==> config.mk <==
export PLATFORM = sky130hd
export DESIGN_NAME = riscv_pipe_skid_register
export DESIGN_NICKNAME = d
export VERILOG_FILES = /design/src/rtl/riscv_pipe_skid_register.sv
export SDC_FILE = /design/constraint.sdc
export NUM_CORES = 1
export LEC_CHECK = 0
export BUFFER_PORTS_ARGS = -buffer_cell sky130_fd_sc_hd__buf_4
export CORE_MARGIN = 4
export CORE_UTILIZATION = 40
export DETAILED_ROUTE_END_ITERATION = 8
export HOLD_SLACK_MARGIN = 0.05
export RECOVER_POWER = 100
export SETUP_SLACK_MARGIN = 0.15
export SYNTH_ARGS = -nofsm -noshare
export SYNTH_HDL_FRONTEND = slang
export SYNTH_SLANG_ARGS = --single-unit
==> constraint.sdc <==
create_clock -name i_clk -period 5.9 [get_ports i_clk]
set_input_delay 0.59 -clock i_clk [delete_from_list [all_inputs] [get_ports i_clk]]
set_output_delay 0.59 -clock i_clk [all_outputs]
set_load 0.01 [all_outputs]
==> src/rtl/riscv_pipe_skid_register.sv <==
// Elastic valid/ready pipeline stage register with optional 2-entry skid buffer,
// synchronous flush of control fields and a saturating back-pressure counter.
module riscv_pipe_skid_register #(
  parameter int unsigned       CTRL_W    = 16,
  parameter int unsigned       DATA_W    = 160,
  parameter logic [CTRL_W-1:0] CTRL_INIT = '0,
  parameter bit                SKID_EN   = 1'b1,
  parameter bit                DATA_CLR  = 1'b0,
  parameter int unsigned       CNT_W     = 16
) (
  input  logic              i_clk,
  input  logic              i_rstn,
  input  logic              i_valid,
  output logic              o_ready,
  input  logic [CTRL_W-1:0] i_ctrl,
  input  logic [DATA_W-1:0] i_data,
  output logic              o_valid,
  input  logic              i_ready,
  output logic [CTRL_W-1:0] o_ctrl,
  output logic [DATA_W-1:0] o_data,
  input  logic              i_flush,
  input  logic              i_cnt_clr,
  output logic [1:0]        o_occupancy,
  output logic [CNT_W-1:0]  o_stall_cnt
);

  localparam logic [CNT_W-1:0] CNT_MAX = '1;

  typedef enum logic [1:0] {
    EMPTY = 2'd0,
    BUSY  = 2'd1,
    FULL  = 2'd2
  } state_e;

  state_e              state_q;
  state_e              state_d;
  logic                ready_q;
  logic [CTRL_W-1:0]   main_ctrl;
  logic [DATA_W-1:0]   main_data;
  logic [CTRL_W-1:0]   skid_ctrl;
  logic [DATA_W-1:0]   skid_data;
  logic [CNT_W-1:0]    stall_cnt;
  logic                load_main;
  logic                load_skid;
  logic                main_from_skid;
  logic                in_fire;
  logic                out_fire;

  assign o_valid  = (state_q != EMPTY);
  assign o_ready  = SKID_EN ? ready_q : (!o_valid || i_ready);
  assign in_fire  = i_valid && o_ready;
  assign out_fire = o_valid && i_ready;
  assign o_ctrl   = o_valid ? main_ctrl : CTRL_INIT;
  assign o_data   = main_data;
  assign o_stall_cnt = stall_cnt;

  // Occupancy is a straight decode of the held-entry state.
  always_comb begin
    o_occupancy = 2'd0;
    case (state_q)
      BUSY:    o_occupancy = 2'd1;
      FULL:    o_occupancy = 2'd2;
      default: o_occupancy = 2'd0;
    endcase
  end

  // State register; o_ready is registered from the next state so it never depends on i_ready.
  always_ff @(posedge i_clk or negedge i_rstn) begin
    if (!i_rstn) begin
      state_q <= EMPTY;
      ready_q <= 1'b1;
    end else begin
      state_q <= state_d;
      ready_q <= (state_d != FULL);
    end
  end

  // Next-state and register load selects; flush overrides every handshake outcome.
  always_comb begin
    state_d        = state_q;
    load_main      = 1'b0;
    load_skid      = 1'b0;
    main_from_skid = 1'b0;
    case (state_q)
      EMPTY: begin
        if (in_fire) begin
          state_d   = BUSY;
          load_main = 1'b1;
        end
      end
      BUSY: begin
        if (in_fire && out_fire) begin
          load_main = 1'b1;
        end else if (in_fire) begin
          if (SKID_EN) begin
            state_d   = FULL;
            load_skid = 1'b1;
          end else begin
            load_main = 1'b1;
          end
        end else if (out_fire) begin
          state_d = EMPTY;
        end
      end
      FULL: begin
        if (out_fire) begin
          state_d        = BUSY;
          main_from_skid = 1'b1;
        end
      end
      default: state_d = EMPTY;
    endcase
    if (i_flush) begin
      state_d        = EMPTY;
      load_main      = 1'b0;
      load_skid      = 1'b0;
      main_from_skid = 1'b0;
    end
  end

  // Main and skid entry storage; flush squashes control and optionally data.
  always_ff @(posedge i_clk or negedge i_rstn) begin
    if (!i_rstn) begin
      main_ctrl <= CTRL_INIT;
      main_data <= '0;
      skid_ctrl <= CTRL_INIT;
      skid_data <= '0;
    end else if (i_flush) begin
      main_ctrl <= CTRL_INIT;
      skid_ctrl <= CTRL_INIT;
      if (DATA_CLR) begin
        main_data <= '0;
        skid_data <= '0;
      end
    end else begin
      if (load_main) begin
        main_ctrl <= i_ctrl;
        main_data <= i_data;
      end else if (main_from_skid) begin
        main_ctrl <= skid_ctrl;
        main_data <= skid_data;
      end
      if (load_skid) begin
        skid_ctrl <= i_ctrl;
        skid_data <= i_data;
      end
    end
  end

  // Saturating count of back-pressured cycles; clear wins over increment.
  always_ff @(posedge i_clk or negedge i_rstn) begin
    if (!i_rstn) begin
      stall_cnt <= '0;
    end else if (i_cnt_clr) begin
      stall_cnt <= '0;
    end else if (o_valid && !i_ready && (stall_cnt != CNT_MAX)) begin
      stall_cnt <= stall_cnt + CNT_W'(1);
    end
  end

endmodule
---- Yosys cells after proc, flatten, opt, wreduce, memory -nomap -nowiden ----
Cells that the tools add are included.
word-level totals
  output and inout bits ................... 196
  flip-flop bits (word level) ............. 371
  input bits .............................. 182
  word-level logic and storage cells ...... 55
cells by class
  add/sub/neg operators ................... 1
  muxes and demuxes ....................... 28
  bitwise logic cells ..................... 1
  reductions and logical operators ........ 14
  equality and inequality tests ........... 4
operators by type and width
  operator                                              number
  two-way mux 160 bit                                   2
  two-way mux 16 bit                                    8
  adder 16 x 1 -> 16 bit (second input constant)        1
  != test 16 bit (second input constant)                1
  two-way mux 2 bit                                     6
  two-way mux 1 bit                                     9
  nonzero test 2 bit                                    4
  case mux 2 bit (3 select lines)                       1
  logical AND 1 bit                                     5
  case mux 2 bit (2 select lines)                       1
  AND reduction 2 bit                                   2
  nonzero test 3 bit                                    1
  equality test 2 x 1 -> 1 bit (second input constant)  1
  equality test 2 bit (second input constant)           1
  zero test 2 bit                                       1
  != test 2 bit (second input constant)                 1
  case mux 1 bit (2 select lines)                       1
  zero test 1 bit                                       1
  inverter 1 bit                                        1

---- Logic depth before layout (Yosys ltp) ----
  depth after elaboration ................. 8
  depth in mapped cells ................... 8
  mapped depth without buffers ............ 5

---- Worst setup path before layout ----
OpenSTA, ideal clock, no wires.
  path type ............................... input-to-reg
  from .................................... in i_ready
  to ...................................... reg stall_cnt[11], in the netlist o_stall_cnt[11]
  library setup time ...................... 0.125 ns
  arrival time ............................ 1.904 ns
  stages on the path ...................... 5
  required time ........................... 5.775 ns
  buffers on the path ..................... 1
  path slack .............................. 3.872 ns
  cell sequence ........................... buf_2 -> o21ba_2 -> nand4_1 -> nor4b_1 -> mux2_2
on the way
  longest elaborated chain between the ends .. 4
RTL lines
  element                              RTL line  source
  start, declared                      18        input logic i_ready,
  zero test 1 bit                      156       end else if (o_valid && !i_ready && (stall_cnt != CNT_MAX)) begin
  logical AND 1 bit (2 in series)      156
  nonzero test 2 bit (no source line)  --
  end signal, assigned                 157       stall_cnt <= stall_cnt + CNT_W'(1);
  end, declared                        42        logic [CNT_W-1:0] stall_cnt;
No other way between the ends.
A chain may end at the register's enable or synchronous reset.

---- Worst setup path after layout ----
  from .................................... reg ready_q, in the netlist o_ready
  to ...................................... reg main_data[44], in the netlist o_data[44]
on the way
  longest elaborated chain between the ends .. 7
RTL lines
  element                               RTL line  source
  start, declared                       37        logic ready_q;
  start signal, assigned                74        ready_q <= (state_d != FULL);
  logical AND 1 bit (*)                 51        assign in_fire = i_valid && o_ready;
  logical AND 1 bit                     92        if (in_fire && out_fire) begin
  two-way mux 1 bit                     92
  case mux 1 bit (2 select lines) (*)   84        case (state_q)
  two-way mux 1 bit (*)                 113       if (i_flush) begin
  nonzero test 2 bit (no source line)   --
  AND reduction 2 bit (no source line)  --
  end signal, assigned                  138       main_data <= i_data;
  end signal, assigned                  141       main_data <= skid_data;
  end, declared                         39        logic [DATA_W-1:0] main_data;
Every way passes the cells marked *; elsewhere a longest branch is shown, timed or not.

==> summary.md <==
| Metric | Value |
|---|---|
| Kind of critical path | `reg -> reg` |
| Data arrival, critical path | `4780 ps` |
| Switching Fraction | `0.253` |
| Met2 Track Usage GR | `0.283` |
| Area growth from synthesis to layout | `25.7%` |
| Vias in the first global route | `10800` |
| Post-synth top area share | `0.600` |
| Post-Place Cell Area | `0.0187 mm²` |
| Core area | `0.0378 mm²` |
| Number of synthesized flops with an enable pin | `0` |
| Rel. slew slack | `-0.417` |
| Main synth FF type | `dfrtp_1` |
| Critical Path RT | `6380 ps` |
| Largest net degree at the start of global routing | `174` |
| DRT antenna net count | `0` |
| Logic pwr share | `0.156` |
| First-pass iteration count of the detailed router | `4` |
| Die W | `204 µm` |
| Post-route cell area | `0.0194 mm²` |
| Pwr/cell area | `380 mW/mm²` |
| Fillcell total | `3493` |
| Busiest grt layer | `met2` |
| IO Port Bufs | `377` |
| Synth unique cells | `43` |
| Row count | `71` |
| Register area share after synthesis | `0.601` |
| Via Count | `10600` |
| Slew @ Worst Pin | `2130 ps` |
| Top post-synthesis cells by area | `dfrtp_1, mux2_2, a22o_1, a21o_1, mux2i_1` |
| Drt via density | `5.23` |
| Syn nets | `1318` |
| Endpoints failing setup | `0` |
| Critical-path top delay cell | `clkbuf_2` |
| Nets@finish | `1666` |
| Worst Hold Depth | `2` |
| Reg2reg setup slack | `1590 ps` |
| Peak supply drop | `0.289 mV` |
| Placer Congestion | `0.764` |
| RSZ-0062 raised after global routing | `false` |
| RR Endpoint | `o_data[44]$_DFFE_PN0P_` |
| Synthesized area per cell | `13.6 µm²` |
| Worst hold path class | `in -> reg` |
| Fmax | `232 MHz` |
| Clock sink total | `371` |
| Power, Total | `7370 µW` |
| Final Critical Period | `4310 ps` |
| Synth Register Bits | `371` |
| Crit path max-delay family | `buffers and inverters` |
| Clock power share | `0.384` |
| Routed len/inst | `19.9 µm` |
| Failing checks | `capacitance limit, slew limit` |
| Routing usage on met1 | `0.256` |
| First-pass GRT wire length | `62.9 mm` |
| Gr ovfl total | `0` |
| CTS Root Cell | `clkbuf_16` |
| Sw Pwr | `1870 µW` |
| Drt first-iter violations | `509` |
| Layout cell share with drive strength beyond 1 | `0.286` |
| IO Pins | `378` |
| Post-synthesis cell count | `1135` |
| Clock buffer count from CTS | `42` |
| P_int | `5510 µW` |
| Inst Count DP | `1949` |
| Slew Viols, Final | `299` |
| Crit-path max FO | `83` |
| Clk buf depth | `3` |
| Startpoint Class | `flop` |
| FF-to-FF Start | `o_ready$_DFF_PN1_` |
| Hold wc startpoint | `i_data[8]` |
| CTS tree | `built` |
| Status | `complete, but fails checks` |
| R2R cell count | `6` |
| Critical path's largest stage delay | `1590 ps` |
| Die ar. | `0.0418 mm²` |
| Clock Skew | `8.55 ps` |
| H-tree levels | `2` |
| Synth warn | `0` |
| Seq pwr share | `0.460` |
| Ys async rst share | `1.00` |
| Die height | `204 µm` |
| Overall Global Routing Usage | `0.188` |
| Final TNS setup | `0 ps` |
| Worst-Skew Late Latency | `540 ps` |
| Starting Density | `0.408` |
| Hold Fails Final Rpt | `0` |
| Final HPWL DP | `25.7 mm` |
| Hold Path Sink | `skid_data[8]$_DFFE_PN0P_` |
| Cell accounting for the most synthesized area | `dfrtp_1` |
| Final WL | `40.3 mm` |
| DRC viols | `0` |
| Max Cap Viol | `6` |
| CP Capture Type | `flop` |
| Period utilization | `0.730` |
| Post-Layout Cell Count | `2026` |
| CTS clk-pin slew, worst paths | `60 ps` |
| Initial antenna violation count | `1` |
| Synthesized area | `0.0154 mm²` |
| Final Core Density | `0.513` |
| Leak | `0.00957 µW` |
| Met3 usage | `0.0638` |
| CP Cell Sequence | `nand2_1 -> nor4_1 -> clkbuf_2 -> buf_4 -> a22o_1 -> a21o_1` |
| Buf+Inv Stages, Crit Path | `2` |
==> power groups by stage <==
stage	combinational, µW	sequential [µW]	clock [µW]
floorplan	610	3470	0
global placement	1310	3420	0
detailed placement	1340	3440	0
CTS	1350	3400	2920
global route	1270	3460	3030
finish	1150	3390	2830
==> synthesized netlist by cell type (3+ instances only) <==
library cell and n:
nor2_1 44, a21o_1 160, a22o_1 160, o31ai_1 3
nand2b_1 4, nand3_1 3, mux2_2 168, clkbuf_1 39
dfrtp_1 370, or4_1 4, a211oi_1 21, or3_1 3
mux2i_1 34, buf_2 37, a21oi_1 8, inv_1 6
nor2b_1 25, buf_4 11, nand2_1 7
==> cell type report <==
| cell class | count | area (µm²) | share of cell area |
|---|---|---|---|
| antenna | 1 | 2.50 | 0.000129 |
| sequential | 371 | 9290 | 0.478 |
| timing repair buffer | 391 | 2220 | 0.115 |
| tap | 511 | 639 | 0.0329 |
| multi-input combinational | 671 | 5700 | 0.294 |
| inverter | 6 | 22.5 | 0.00116 |
| clock inverter | 12 | 210 | 0.0108 |
| clock buffer | 63 | 1320 | 0.0682 |
==> cells in the final DEF, fill, tap and decap left out, types with 2 or more instances in the layout <==
cell         n
a21o_1     160
clkbuf_8    13
nor2_1      44
clkbuf_2     3
nand3_1      3
or4_1        4
or3_1        3
o21ai_0      2
clkinv_2     6
clkbuf_1   203
mux2_2     168
buf_12       3
nand2b_1     4
o31ai_1      3
and4_1       2
nand4_1      3
a22o_1     160
clkbuf_16   45
inv_1        6
nor3_1       2
dfrtp_1    370
nor2_4       2
nand2_1      7
mux2i_1     34
bufinv_16    6
a211oi_1    21
a21oi_1      8
buf_4      186
nor4_1       2
nor2b_1     25
==> cell families (layout without fill, tap and decap cells) <==
logic type | Yosys count | in the layout | share of synthesized area
fa+ha+maj | 1 | 1 | 0.000810
mux | 202 | 202 | 0.145
other cells | 0 | 1 | 0
flops | 371 | 371 | 0.601
buf+inv | 93 | 472 | 0.0283
compound gates | 361 | 361 | 0.187
simple gates | 107 | 107 | 0.0375
==> stage by stage <==
stage | setup slack, ps | hold slack [ps]
final | 1590 | 283
after floorplan | 3870 | 294
after CTS | 2610 | 241
after global placement | 2410 | 460
after global routing | 1280 | 256
after detailed placement | 2380 | 466
==> worst reg2reg max path, cell delays in order, from the launching register on <==
cell and delay, ps:
dfstp_1 550, nand2_1 120, nor4_1 530, clkbuf_2 1590
buf_4 1030, a22o_1 330, a21o_1 90
==> registers in the layout, indices dropped and copies added, names as in the netlist <==
name         cells
o_ready          1
main_ctrl       16
skid_data      160
o_data         160
state_q          2
o_stall_cnt     16
skid_ctrl       16
==> worst max-delay path by stage <==
stage	start	to	slack, ps	cells after the start
final	o_ready$_DFF_PN1_	o_data[44]$_DFFE_PN0P_	1590	6
after floorplan	i_ready	o_stall_cnt[11]$_DFFE_PN0P_	3870	5
after global placement	i_flush	o_data[93]$_DFFE_PN0P_	2410	6
after detailed placement	i_flush	o_data[74]$_DFFE_PN0P_	2380	6
after global routing	o_ready$_DFF_PN1_	o_data[54]$_DFFE_PN0P_	1280	6
after CTS	o_ready$_DFF_PN1_	o_data[74]$_DFFE_PN0P_	2610	6
==> what timing repair did <==
| action | in CTS | in global routing |
|---|---|---|
| resized for setup | 0 | 0 |
| endpoints found under the hold margin | 33 | 0 |
| setup endpoints to repair | 0 | 0 |
| hold buffers | 1 | 0 |
| buffers inserted | 0 | 0 |
==> metal layers <==
| layer | share of wire | vias up | routed length (µm) |
|---|---|---|---|
| met1 | 0.43 | 5372 | 17500 |
| met2 | 0.46 | 289 | 18400 |
| met5 | 0 | - | 0 |
| met4 | 0.028 | 0 | 1140 |
| li1 | - | 4881 | - |
| met3 | 0.084 | 60 | 3370 |
Power figures use the tool's default switching activity.
